**src/rtl/hyper_rx_deser.sv**
```systemverilog
// HyperBus read-data deserialiser: RWDS-toggle beats are packed into BEATS-beat words and buffered in a FWFT FIFO.
// Define HYPER_RX_TIMEOUT_EN to add the beat-timeout watchdog (timeout_o is tied low otherwise).
module hyper_rx_deser #(
   parameter int DQ_WIDTH       = 8,
   parameter int BEATS          = 2,
   parameter int FIFO_DEPTH     = 8,
   parameter int CNT_WIDTH      = 16,
   parameter int TIMEOUT_CYCLES = 64
) (
   input  logic                            clk0,
   input  logic                            rst_ni,
   input  logic                            enable_i,
   input  logic                            start_i,
   input  logic                            abort_i,
   input  logic [CNT_WIDTH-1:0]            burst_len_i,
   input  logic                            beat_toggle_i,
   input  logic [DQ_WIDTH-1:0]             ddr_pos_i,
   input  logic [DQ_WIDTH-1:0]             ddr_neg_i,
   output logic [2*DQ_WIDTH*BEATS-1:0]     data_o,
   output logic                            valid_o,
   input  logic                            ready_i,
   output logic [$clog2(FIFO_DEPTH):0]     level_o,
   output logic                            busy_o,
   output logic                            done_o,
   output logic                            overflow_o,
   output logic                            timeout_o
);
   localparam int LANE_W = 2*DQ_WIDTH;
   localparam int WORD_W = LANE_W*BEATS;
   localparam int PTR_W  = $clog2(FIFO_DEPTH);
   localparam int IDX_W  = (BEATS > 1) ? $clog2(BEATS) : 1;

   typedef enum logic [1:0] {IDLE, RECV, DRAIN} state_t;
   state_t state, state_nxt;

   logic                 toggle_q;
   logic [IDX_W-1:0]     beat_idx;
   logic [WORD_W-1:0]    word_asm;
   logic [WORD_W-1:0]    word_full;
   logic [CNT_WIDTH-1:0] words_left;
   logic [WORD_W-1:0]    mem [FIFO_DEPTH];
   logic [PTR_W-1:0]     wr_ptr;
   logic [PTR_W-1:0]     rd_ptr;
   logic [PTR_W:0]       count;
   logic                 beat, word_done, last_word, full, pop, push, drop;
   logic                 load, done_nxt, timeout_hit;

   // abort_i and a timeout both override a beat seen in the same cycle
   assign beat      = enable_i & (state == RECV) & (beat_toggle_i ^ toggle_q) & ~abort_i & ~timeout_hit;
   assign word_done = beat & (beat_idx == IDX_W'(BEATS-1));
   assign last_word = word_done & (words_left == CNT_WIDTH'(1));
   assign full      = (count == (PTR_W+1)'(FIFO_DEPTH));
   assign pop       = (count != '0) & ready_i;
   assign push      = word_done & (~full | pop);
   assign drop      = word_done & full & ~pop;

   assign valid_o = (count != '0);
   assign level_o = count;
   assign busy_o  = (state != IDLE);
   assign data_o  = mem[rd_ptr];

   always_comb begin
      word_full = word_asm;
      word_full[beat_idx*LANE_W +: LANE_W] = {ddr_pos_i, ddr_neg_i};
   end

   always_comb begin
      state_nxt = state;
      load      = 1'b0;
      done_nxt  = 1'b0;
      if (abort_i) begin
         state_nxt = IDLE;
      end else begin
         case (state)
            IDLE: begin
               if (start_i) begin
                  if (burst_len_i != '0) begin
                     state_nxt = RECV;
                     load      = 1'b1;
                  end else begin
                     done_nxt = 1'b1;
                  end
               end
            end
            RECV: begin
               if (timeout_hit || last_word) state_nxt = DRAIN;
            end
            DRAIN: begin
               if ((count == '0) || ((count == (PTR_W+1)'(1)) && pop)) begin
                  state_nxt = IDLE;
                  done_nxt  = 1'b1;
               end
            end
            default: state_nxt = IDLE;
         endcase
      end
   end

   always_ff @(posedge clk0 or negedge rst_ni) begin
      if (!rst_ni) begin
         state      <= IDLE;
         toggle_q   <= 1'b0;
         beat_idx   <= '0;
         word_asm   <= '0;
         words_left <= '0;
         done_o     <= 1'b0;
         overflow_o <= 1'b0;
      end else begin
         state    <= state_nxt;
         toggle_q <= beat_toggle_i;
         done_o   <= done_nxt;
         if (abort_i || load || timeout_hit) begin
            beat_idx <= '0;
         end else if (beat) begin
            beat_idx <= word_done ? '0 : beat_idx + 1'b1;
            word_asm <= word_full;
         end
         // dropped words still count, so the burst length stays exact
         if (load)           words_left <= burst_len_i;
         else if (word_done) words_left <= words_left - 1'b1;
         if (load)      overflow_o <= 1'b0;
         else if (drop) overflow_o <= 1'b1;
      end
   end

   always_ff @(posedge clk0 or negedge rst_ni) begin
      if (!rst_ni) begin
         wr_ptr <= '0;
         rd_ptr <= '0;
         count  <= '0;
         for (int i = 0; i < FIFO_DEPTH; i++) mem[i] <= '0;
      end else if (abort_i) begin
         wr_ptr <= '0;
         rd_ptr <= '0;
         count  <= '0;
      end else begin
         if (push) begin
            mem[wr_ptr] <= word_full;
            wr_ptr      <= wr_ptr + 1'b1;
         end
         if (pop) rd_ptr <= rd_ptr + 1'b1;
         if (push && !pop)      count <= count + 1'b1;
         else if (pop && !push) count <= count - 1'b1;
      end
   end

`ifdef HYPER_RX_TIMEOUT_EN
   localparam int IDLE_W = $clog2(TIMEOUT_CYCLES+1);
   logic [IDLE_W-1:0] idle_cnt;

   assign timeout_hit = (state == RECV) && (idle_cnt == IDLE_W'(TIMEOUT_CYCLES));

   always_ff @(posedge clk0 or negedge rst_ni) begin
      if (!rst_ni) begin
         idle_cnt  <= '0;
         timeout_o <= 1'b0;
      end else begin
         if ((state == RECV) && !beat && !timeout_hit) idle_cnt <= idle_cnt + 1'b1;
         else                                          idle_cnt <= '0;
         if (load)                         timeout_o <= 1'b0;
         else if (timeout_hit && !abort_i) timeout_o <= 1'b1;
      end
   end
`else
   assign timeout_hit = 1'b0;
   assign timeout_o   = 1'b0;
`endif

endmodule

```
**config.mk**
```make
export PLATFORM = sky130hd
export DESIGN_NAME = hyper_rx_deser
export DESIGN_NICKNAME = d
export VERILOG_FILES = /design/src/rtl/hyper_rx_deser.sv
export SDC_FILE = /design/constraint.sdc
export NUM_CORES = 1
export LEC_CHECK = 0
export ABC_AREA = 1
export CORE_ASPECT_RATIO = 0.5
export CORE_UTILIZATION = 64
export DETAILED_ROUTE_END_ITERATION = 7
export DONT_BUFFER_PORTS = 1
export HOLD_SLACK_MARGIN = 0.15
export MAX_ROUTING_LAYER = met4
export PLACE_DENSITY = 0.8
export SYNTH_ARGS = -nofsm -noshare
export SYNTH_HDL_FRONTEND = slang
export SYNTH_SLANG_ARGS = --single-unit
```
**constraint.sdc**
```tcl
create_clock -name clk0 -period 2.7 [get_ports clk0]
set_clock_uncertainty 0.2 [all_clocks]
set_input_delay 0.135 -clock clk0 [delete_from_list [all_inputs] [get_ports clk0]]
set_output_delay 0.135 -clock clk0 [all_outputs]
set_load 0.005 [all_outputs]
```
==> flow_summary_export.csv, run 1 <==
group,metric,value,unit
synth,synth-edff-count,0,
timing,fin_worst_hold_slack,-931.9,ps
worst_setup_path,critical_path.endpoint_type,"primary output",
synth,synthArstFlopShare,100.0,%
power,cellLeakagePower,7.693,nW
final_layout,final_layout_size_suffix_gt1_share,9.322,%
synth,postSynthRegisterBits,320,
place,place.detailed.instances,1968,
floorplanning,die_y,110.5,um
grt,grt_max_degree,321,
final_layout,num_antenna_cells,0,
timing,final-hold-violation-count,320,
detailed_routing,wirelength,39470,um
clocking,htree_levels,1,
synth,synth.yosys.warnings,0,
timing,final_critical_path_setup_slack,104.7,ps
timing,finalCriticalPeriod,2595,ps
floorplanning,floorplan.die.width,219.0,um
worst_setup_path,cp.required,2370,ps
synth,ys_types,38,
synth,syn_area,0.01506,mm^2
timing,worstMarginPinSlew,922.5,ps
detailed_routing,drt_pre_antenna_iters,6,
detailed_routing,avg_vias_per_cell,6.221,
floorplanning,die-area,0.02419,mm^2
place,dp.final_hpwl,22330,um
worst_setup_path,worst-r2r-cell-count,11,
floorplanning,start_util,65.67,%
synth,syn_nets,1776,
timing,timing.final.max_slew_violations,0,
synth,synth-seq-area-share,53.16,%
synth,synth.top_cell.area_share,53.16,%
timing,setup_tns,0,ps
grt,globalRoute.totalOverflow,0,
place,gpl.final_weighted_congestion,0.9006,
grt,via_count_of_the_first_global_routing_pass,12550,
floorplanning,core_ar,0.02293,mm^2
final_layout,finalNetCount,1794,
timing,timing.fmax,385.3,MHz
run,drv_cap,0,
clocking,clk_pin_slew,70,ps
timing,setup_viol,0,
detailed_routing,routed_wire_length_per_instance,19.00,um
grt,antenna_found_initial,0,
worst_setup_path,r2r_end,"mem[82]$_DFFE_PN0P_",
synth,mapped_avg_cell_area,8.706,um^2
place,pre_cts_slack,329.6,ps
status,outcome,"complete, but fails checks",
final_layout,final_core_util,73.87,%
synth,yosys.area.top_type,"dfrtp_1",
clocking,cts_tree,"yes",
power,vdd_drop_max,0.0003823,V
worst_setup_path,rrSetupSlack,290,ps
floorplanning,pin_count,80,
detailed_routing,remaining_drc_errors,0,
detailed_routing,count_of_nets_left_with_antenna_violations_after_detail_routing,0,
worst_setup_path,worst_r2r_startpoint,"level_o[1]$_DFFE_PN0P_",
final_layout,syn2layout_area_growth,12.48,%
floorplanning,number_of_core_rows,39,
grt,grt_pass1_wl,63810,um
clocking,cts.sink_count,320,
detailed_routing,first_iter_violations,1556,
place,io_buffer_count,0,
synth,ys_dominant_reg_cell,"dfrtp_1",
worst_setup_path,setup.worst_path.class,"flip-flop to primary output",
worst_setup_path,worst-endpoint-arrival,2260,ps
clocking,clk_root_buffer_cell,"clkbuf_16",
synth,synth.area.top_cells,"dfrtp_1 (53%), nand2_1 (11%), nor2_1 (5.6%)",
detailed_routing,via_count,12920,
synth,synth_most_common_cell,"nand2_1",
grt,grt.total_usage,33.87,%
status,failed_checks,"negative hold slack",
timing,slew_headroom,36.74,%
clocking,clock_path_buffers,3,
min_path,hold_path.class,"input port to async pin",
power,power-per-cell-area,701.3,mW/mm^2
synth,synthesis.instances,1730,
worst_setup_path,crit_path_max_fanout,41,
timing,layout_worst_path_cycle_share,96.12,%
synth,netlist_top_cells_count,"nand2_1 (454), dfrtp_1 (320), nor2_1 (226), o21ai_1 (162), o21ai_0 (151)",
clocking,cts_hold_repair.buffers,56,
final_layout,final_cell_count_no_fill,2077,
clocking,insertion_delay,580,ps
clocking,numCtsBuffers,28,
worst_setup_path,cp-start-kind,"flip-flop",
[cell usage in the layout, fill, tap and decap left out, types with 2 or more instances in the layout]
cell type	n
clkinv_2	4
nand3_4	4
dfrtp_4	2
o211ai_1	14
dlygate4sd3_1	56
nor2_4	3
clkinv_8	2
nand4_4	2
nand3_1	40
inv_1	43
nand2_1	454
nand4_1	5
o21ai_1	162
mux2i_1	32
nor3_1	2
buf_4	40
ha_1	7
clkbuf_1	6
o21ai_2	48
nand2_4	3
dfrtp_1	317
nor2_1	225
bufinv_16	5
o32ai_1	64
buf_12	7
xnor2_1	5
xor2_1	10
nor4_1	2
clkbuf_16	29
a21oi_1	5
clkbuf_8	5
o21ai_0	151
[logic make-up after synthesis]
kind of cell | share of synthesized area [%]
buf+inv | 5.341
flops | 53.16
mux | 2.127
xor+xnor | 0.8722
simple gates | 20.02
other cells | 0.02490
compound gates | 17.87
fa+ha+maj | 0.5815
[how the worst max path moves through the flow]
stage / start / end / cells after the start
3_3_place_gp: level_o[1]$_DFFE_PN0P_ / mem[241]$_DFFE_PN0P_ / 11
2_1_floorplan: level_o[0]$_DFFE_PN0P_ / mem[191]$_DFFE_PN0P_ / 11
4_1_cts: rd_ptr[0]$_DFFE_PN0P_ / data_o[27] / 6
6_report: rd_ptr[0]$_DFFE_PN0P_ / data_o[20] / 6
3_5_place_dp: level_o[1]$_DFFE_PN0P_ / mem[93]$_DFFE_PN0P_ / 11
5_1_grt: beat_toggle_i / beat_idx$_DFFE_PN0P_ / 11
[final cells by class]
cell class,count,area [um^2]
clock inverter,13,232.7
fill,1561,5993
clock buffer,39,792.0
timing repair buffer,106,1065
multi-input combinational,1245,6257
inverter,47,193.9
tap,307,384.1
sequential,320,8016
[critical path: stages (launching register included)]
cell and delay, ps:
dfrtp_4 620, clkinv_8 200, buf_12 240, nor2_1 60
o32ai_1 280, nand2_1 130, nand2_1 120
[sequential cells by signal (all words and copies together) (netlist names), 2 cells and up]
| name | cells |
|---|---|
| state | 2 |
| mem | 256 |
| words_left | 16 |
| level_o | 4 |
| rd_ptr | 3 |
| wr_ptr | 3 |
| word_asm | 32 |
[per-stage QoR]
stage                     hold slack [ps]  power, mW  cell area, um^2
final                              -931.9      11.88            16940
after floorplan                    -360.6      6.738            15060
after CTS                          -954.4      11.78            16890
after global placement             -354.4      7.229            15300
after global routing               -951.3      12.35            16940
after detailed placement           -353.1      7.307            15300
[layer usage]
layer | GRT usage [%] | up-vias | share of wire, %
li1 | - | 5841 | -
met1 | 46.10 | 6359 | 43
met2 | 52.45 | 626 | 47
met3 | 6.033 | 95 | 8.3
met4 | 10.00 | 0 | 2.6
met5 | - | - | 0
[timing repair]
item,CTS,global route
hold endpoints to repair,640,320
buffers inserted,0,0
endpoints found under the setup margin,3,25
gates cloned,0,1
resized for setup,1,6
[power by group]
part	total [mW]	switching, mW	internal [mW]
combinational	2.26	1.45	0.808
clock	4.43	1.88	2.56
sequential	5.19	0.222	4.97
total	11.9	3.55	8.33
Note: power is estimated with default switching activity, not from simulation.
==> inputs of run 2 (changes only) <==
--- a/config.mk
+++ b/config.mk
@@ -6,13 +6,16 @@
 export NUM_CORES = 1
 export LEC_CHECK = 0
 export ABC_AREA = 1
+export CELL_PAD_IN_SITES_DETAIL_PLACEMENT = 1
+export CELL_PAD_IN_SITES_GLOBAL_PLACEMENT = 1
 export CORE_ASPECT_RATIO = 0.5
-export CORE_UTILIZATION = 64
+export CORE_UTILIZATION = 49
 export DETAILED_ROUTE_END_ITERATION = 7
 export DONT_BUFFER_PORTS = 1
 export HOLD_SLACK_MARGIN = 0.15
 export MAX_ROUTING_LAYER = met4
-export PLACE_DENSITY = 0.8
+export PLACE_DENSITY_LB_ADDON = 0.1
+export SETUP_SLACK_MARGIN = 0.5
 export SYNTH_ARGS = -nofsm -noshare
 export SYNTH_HDL_FRONTEND = slang
 export SYNTH_SLANG_ARGS = --single-unit
==> run 2 against run 1 <==
Effect of this change:
- the flow finishes with violations (negative hold slack, max-slew violations)
- sequential cell count is the same
- combinational power is 70% higher
- die area up 30%
- power up 14%
==> flow_summary_export.csv, run 2 (synthesis results as in run 1) <==
group,metric,value,unit
floorplanning,floorplan.die.width,249.9,um
place,dp.final_hpwl,26910,um
power,cellLeakagePower,8.806,nW
grt,grt.total_usage,37.69,%
place,gpl.final_weighted_congestion,0.8116,
floorplanning,core_ar,0.02962,mm^2
worst_setup_path,crit_path_top_delay_cell,"dfrtp_4",
floorplanning,die-area,0.03149,mm^2
place,io_buffer_count,0,
timing,timing.fmax,382.1,MHz
final_layout,finalNetCount,1895,
timing,final-hold-violation-count,320,
final_layout,final_common_cell,"nand2_1",
timing,final_critical_path_setup_slack,82.54,ps
worst_setup_path,crit_path_max_fanout,5,
detailed_routing,wirelength,72070,um
power,vdd_drop_max,0.0005658,V
floorplanning,pin_count,80,
final_layout,largestRegisters,"mem: 256 flops, word_asm: 32 flops, words_left: 16 flops",
timing,grt_setup_unrepaired,"yes",
worst_setup_path,crit_path_max_incr_delay,540,ps
timing,setup_tns,0,ps
grt,globalRoute.totalOverflow,0,
clocking,cts_tree,"yes",
worst_setup_path,critical_path.cell_chain,"buf_12 > buf_4 > nor2_1 > o32ai_2 > nand2_1 > nand2_2",
final_layout,final_core_util,65.79,%
final_layout,leading_cell_types_in_the_layout_fill_and_taps_excluded,"nand2_1 (408), dfrtp_1 (316), nor2_1 (212), o21ai_1 (190), o21ai_0 (110)",
timing,layout_worst_path_cycle_share,96.94,%
final_layout,syn2layout_area_growth,29.37,%
clocking,cts.sink_count,320,
detailed_routing,avg_vias_per_cell,6.865,
worst_setup_path,cp-start-kind,"flip-flop",
floorplanning,number_of_core_rows,44,
clocking,clk_root_buffer_cell,"clkbuf_16",
min_path,hold_path.class,"input port to async pin",
detailed_routing,remaining_drc_errors,0,
timing,slew_headroom,-18.20,%
detailed_routing,count_of_nets_left_with_antenna_violations_after_detail_routing,0,
status,failed_checks,"negative hold slack, max-slew violations",
timing,setup_viol,0,
run,drv_cap,0,
clocking,cts_hold_repair.buffers,56,
floorplanning,start_util,50.85,%
clocking,insertion_delay,600,ps
detailed_routing,via_count,15540,
power,power-per-cell-area,696.1,mW/mm^2
worst_setup_path,worst-endpoint-arrival,2280,ps
detailed_routing,drt_pre_antenna_iters,8,
grt,grt_pass1_wl,88510,um
detailed_routing,first_iter_violations,1840,
grt,via_count_of_the_first_global_routing_pass,14990,
timing,finalCriticalPeriod,2617,ps
timing,fin_worst_hold_slack,-954.8,ps
clocking,clock_path_buffers,3,
final_layout,max_flop_register,"mem",
clocking,htree_levels,1,
worst_setup_path,critical_path.endpoint_type,"primary output",
detailed_routing,routed_wire_length_per_instance,31.83,um
worst_setup_path,setup.worst_path.class,"flip-flop to primary output",
power,power_consumption,13.56,mW
clocking,numCtsBuffers,30,
grt,antenna_found_initial,3,
timing,timing.final.max_slew_violations,176,
clocking,clk_pin_slew,70,ps
grt,grt_max_degree,321,
floorplanning,die_y,126.0,um
place,pre_cts_slack,283.7,ps
worst_setup_path,cp.required,2370,ps
timing,worstMarginPinSlew,1773,ps
status,outcome,"complete, but fails checks",
final_layout,largest_register_ff_count,256,
final_layout,final_layout_size_suffix_gt1_share,20.95,%
run 2: cell types whose count changed in the layout (fill, tap and decap cells not counted), sizes merged:
cell	previous run	this run
clkinvlp	1	3
buf	49	130
inv	45	44
dlygate4sd3	56	55
nand2	458	459
clkinv	9	11
clkbuf	40	58
bufbuf	0	2
dlymetal6s4s	0	1
diode	0	2
bufinv	5	1
run 2: path summary, 6_finish.rpt:
path,startpoint,end,slack [ps],cells after the start
min reg2reg,mem[29]$_DFFE_PN0P_,mem[29]$_DFFE_PN0P_,290,2
max in group asynchronous,rst_ni,mem[151]$_DFFE_PN0P_,1850,0
min in group clk0,burst_len_i[14],done_o$_DFF_PN0_,120,6
min,rst_ni,words_left[8]$_DFFE_PN0P_,-950,0
max reg2reg,level_o[1]$_DFFE_PN0P_,mem[160]$_DFFE_PN0P_,300,14
max,rd_ptr[0]$_DFFE_PN0P_,data_o[2],80,6
run 2: layout make-up:
class,instances,area (um^2)
antenna,2,5.005
clock buffer,42,875.8
clock inverter,12,101.3
fill,3153,10130
inverter,47,209.0
multi-input combinational,1246,6890
sequential,320,8018
tap,391,489.2
timing repair buffer,204,2898
run 2: power by group:
part | internal, mW | switching (mW)
combinational | 1.53 | 2.31
clock | 2.36 | 2.15
sequential | 4.97 | 0.245
total | 8.86 | 4.71
run 2: what timing repair did:
item / 4_1_cts / 5_1_grt
pin swaps: 18 / 28
hold endpoints to repair: 640 / 320
setup endpoints to repair: 273 / 259
gates cloned: 20 / 21
setup buffers: 32 / 12
gates resized for setup: 86 / 155
run 2: through the flow:
step           hold WS, ps  area [um^2]  instances
6_report            -954.8        19490       2264
5_1_grt             -963.6        19490       2264
3_5_place_dp        -352.4        15570       2067
4_1_cts             -951.1        18330       2229
2_1_floorplan       -360.6        15060       1730
3_3_place_gp        -353.9        15570       2067
run 2: worst max-delay path, delay by kind of cell (launching register included):
kind | cells | cell delay, ps
buffers and inverters | 2 | 360
and+or+nand+nor | 3 | 400
DFF | 1 | 540
AOI/OAI and AO/OA | 1 | 390
run 2: per-layer routing:
layer / vias up / GRT usage [%] / part of all wire [%]
met3: 495 / 7.152 / 12
met2: 1204 / 60.00 / 44
met4: 0 / 13.86 / 7.1
li1: 6069 / - / -
met1: 7775 / 48.35 / 36
met5: - / - / 0
==> inputs of run 3 (changes only) <==
==> constraint.sdc (replaced) <==
create_clock -name clk0 -period 2.7 [get_ports clk0]
set_clock_uncertainty 0.2 [all_clocks]
set_input_delay 0.135 -clock clk0 [delete_from_list [all_inputs] [get_ports clk0]]
set_output_delay 0.135 -clock clk0 [all_outputs]
set_load 0.05 [all_outputs]
==> run 3 against run 2 <==
Effect of this change:
- the run ends with negative hold slack, negative setup slack left
- sequential power is essentially flat
- via count is 4.6% higher
- non-clock buffer count rose by 31
- cell area grew 3.1%
==> flow_summary_export.csv, run 3 (synthesis results as in run 1) <==
group,metric,value,unit
worst_setup_path,rrSetupSlack,310,ps
power,power-per-cell-area,762.9,mW/mm^2
timing,setup_viol,14,
final_layout,largestRegisters,"mem: 256 flops, word_asm: 32 flops, words_left: 16 flops",
clocking,numCtsBuffers,31,
grt,grt.total_usage,36.37,%
clocking,cts_tree,"yes",
final_layout,leading_cell_types_in_the_layout_fill_and_taps_excluded,"nand2_1 (414), dfrtp_1 (315), nor2_1 (215), o21ai_1 (163), o21ai_0 (134)",
worst_setup_path,crit_start,"rd_ptr[0]$_DFFE_PN0P_",
floorplanning,die-area,0.03149,mm^2
clocking,clock_path_buffers,3,
place,dp.final_hpwl,27040,um
status,outcome,"complete, but fails checks",
final_layout,max_flop_register,"mem",
clocking,clk_pin_slew,70,ps
final_layout,seqCellArea,0.008019,mm^2
detailed_routing,drt_pre_antenna_iters,6,
place,placed_cell_area,0.01588,mm^2
worst_setup_path,crit_path_max_fanout,15,
final_layout,layout.cell_area.non_filler,0.02010,mm^2
power,vdd_drop_max,0.0004930,V
final_layout,final_core_util,67.86,%
timing,final-hold-violation-count,320,
place,pre_cts_slack,392.7,ps
worst_setup_path,critical_path.top_delay_family,"flip-flops",
detailed_routing,avg_vias_per_cell,7.056,
worst_setup_path,critical_path.cell_chain,"buf_4 > buf_16 > o21ai_0 > o32ai_1 > nand2_1 > nand2_1 > buf_6",
timing,slew_headroom,25.76,%
min_path,hold_path.class,"input port to async pin",
floorplanning,floorplan.die.width,249.9,um
status,failed_checks,"negative hold slack, negative setup slack",
detailed_routing,count_of_nets_left_with_antenna_violations_after_detail_routing,0,
worst_setup_path,setup.worst_path.class,"flip-flop to primary output",
floorplanning,start_util,50.85,%
worst_setup_path,crit_path_top_delay_cell,"dfrtp_4",
worst_setup_path,r2r_end,"mem[53]$_DFFE_PN0P_",
clocking,insertion_delay,610,ps
final_layout,multi_input_comb_area,0.006889,mm^2
worst_setup_path,cp.required,2370,ps
floorplanning,die_y,126.0,um
timing,layout_worst_path_cycle_share,105.1,%
worst_setup_path,worst_path_most_repeated_cell,"nand2_1",
power,power_consumption,15.33,mW
worst_setup_path,crit_path_max_incr_delay,590,ps
final_layout,final_cell_count_no_fill,2303,
grt,grt_max_degree,321,
final_layout,syn2layout_area_growth,33.44,%
detailed_routing,routed_wire_length_per_instance,33.70,um
detailed_routing,wirelength,77610,um
final_layout,final.fill_count,3150,
place,place.detailed.instances,2095,
grt,via_count_of_the_first_global_routing_pass,15160,
grt,antenna_found_initial,0,
floorplanning,pin_count,80,
final_layout,final_layout_size_suffix_gt1_share,22.03,%
clocking,clk_root_buffer_cell,"clkbuf_16",
floorplanning,core_ar,0.02962,mm^2
timing,timing.fmax,352.4,MHz
floorplanning,number_of_core_rows,44,
timing,timing.final.max_slew_violations,0,
timing,final_critical_path_setup_slack,-137.8,ps
worst_setup_path,worst-r2r-cell-count,10,
timing,worstMarginPinSlew,1114,ps
worst_setup_path,cp-start-kind,"flip-flop",
place,io_buffer_count,0,
worst_setup_path,worst-endpoint-arrival,2500,ps
timing,grt_setup_unrepaired,"yes",
worst_setup_path,timing.critical_path.buf_inv,3,
final_layout,largest_register_ff_count,256,
worst_setup_path,worst_r2r_startpoint,"toggle_q$_DFF_PN0_",
timing,setup_tns,-538.3,ps
power,cellLeakagePower,9.111,nW
detailed_routing,via_count,16250,
worst_setup_path,critical_path.endpoint_type,"primary output",
final_layout,final_common_cell,"nand2_1",
clocking,htree_levels,1,
detailed_routing,remaining_drc_errors,0,
run,drv_cap,0,
place,gpl.final_weighted_congestion,0.8033,
timing,finalCriticalPeriod,2838,ps
final_layout,finalNetCount,1932,
clocking,cts.sink_count,320,
grt,globalRoute.totalOverflow,0,
detailed_routing,first_iter_violations,2203,
timing,fin_worst_hold_slack,-971.7,ps
grt,grt_pass1_wl,87130,um
-- run 3: cell types whose count changed in the layout (fill, tap and decap cells not counted), sizes merged, moves of 2 or more --
cell / delta
bufinv: +5
bufbuf: -2
buf: +17
nand2: +4
clkbuf: +14
-- run 3: power breakdown --
group	switching, mW	leakage (nW)	total (mW)	internal, mW
combinational	3.20	4.14	5.02	1.83
sequential	0.216	4.41	5.18	4.97
clock	2.25	0.563	5.13	2.88
total	5.66	9.11	15.3	9.68
-- run 3: worst max path at each step --
stage                           endpoint  slack, ps  depth (start not counted)
floorplan           mem[191]$_DFFE_PN0P_        520                         11
global placement              data_o[11]        470                          7
global route                  data_o[13]       -130                          7
CTS                           data_o[25]        110                          8
detailed placement             data_o[2]        390                          7
finish                        data_o[27]       -140                          7
-- run 3: cell type report --
class | instances | area share, %
sequential | 320 | 39.90
multi-input combinational | 1251 | 34.28
timing repair buffer | 235 | 16.68
clock buffer | 40 | 4.376
tap | 391 | 2.434
clock inverter | 18 | 1.295
inverter | 47 | 1.027
antenna | 1 | 0.01245
-- run 3: per-layer routing --
layer | global-route usage (%) | vias up | share of wire, %
met2 | 59.97 | 1412 | 44
met5 | - | - | 0
met1 | 46.84 | 8115 | 36
met4 | 10.83 | 0 | 7.8
li1 | - | 6165 | -
met3 | 5.436 | 559 | 13
-- run 3: timing repair --
action | in CTS | in global routing
gates resized for setup | 86 | 148
hold buffers | 56 | 1
hold endpoints to repair | 640 | 321
pin swaps | 16 | 41
setup endpoints to repair | 101 | 226
gates cloned | 11 | 42
buffers inserted | 15 | 24
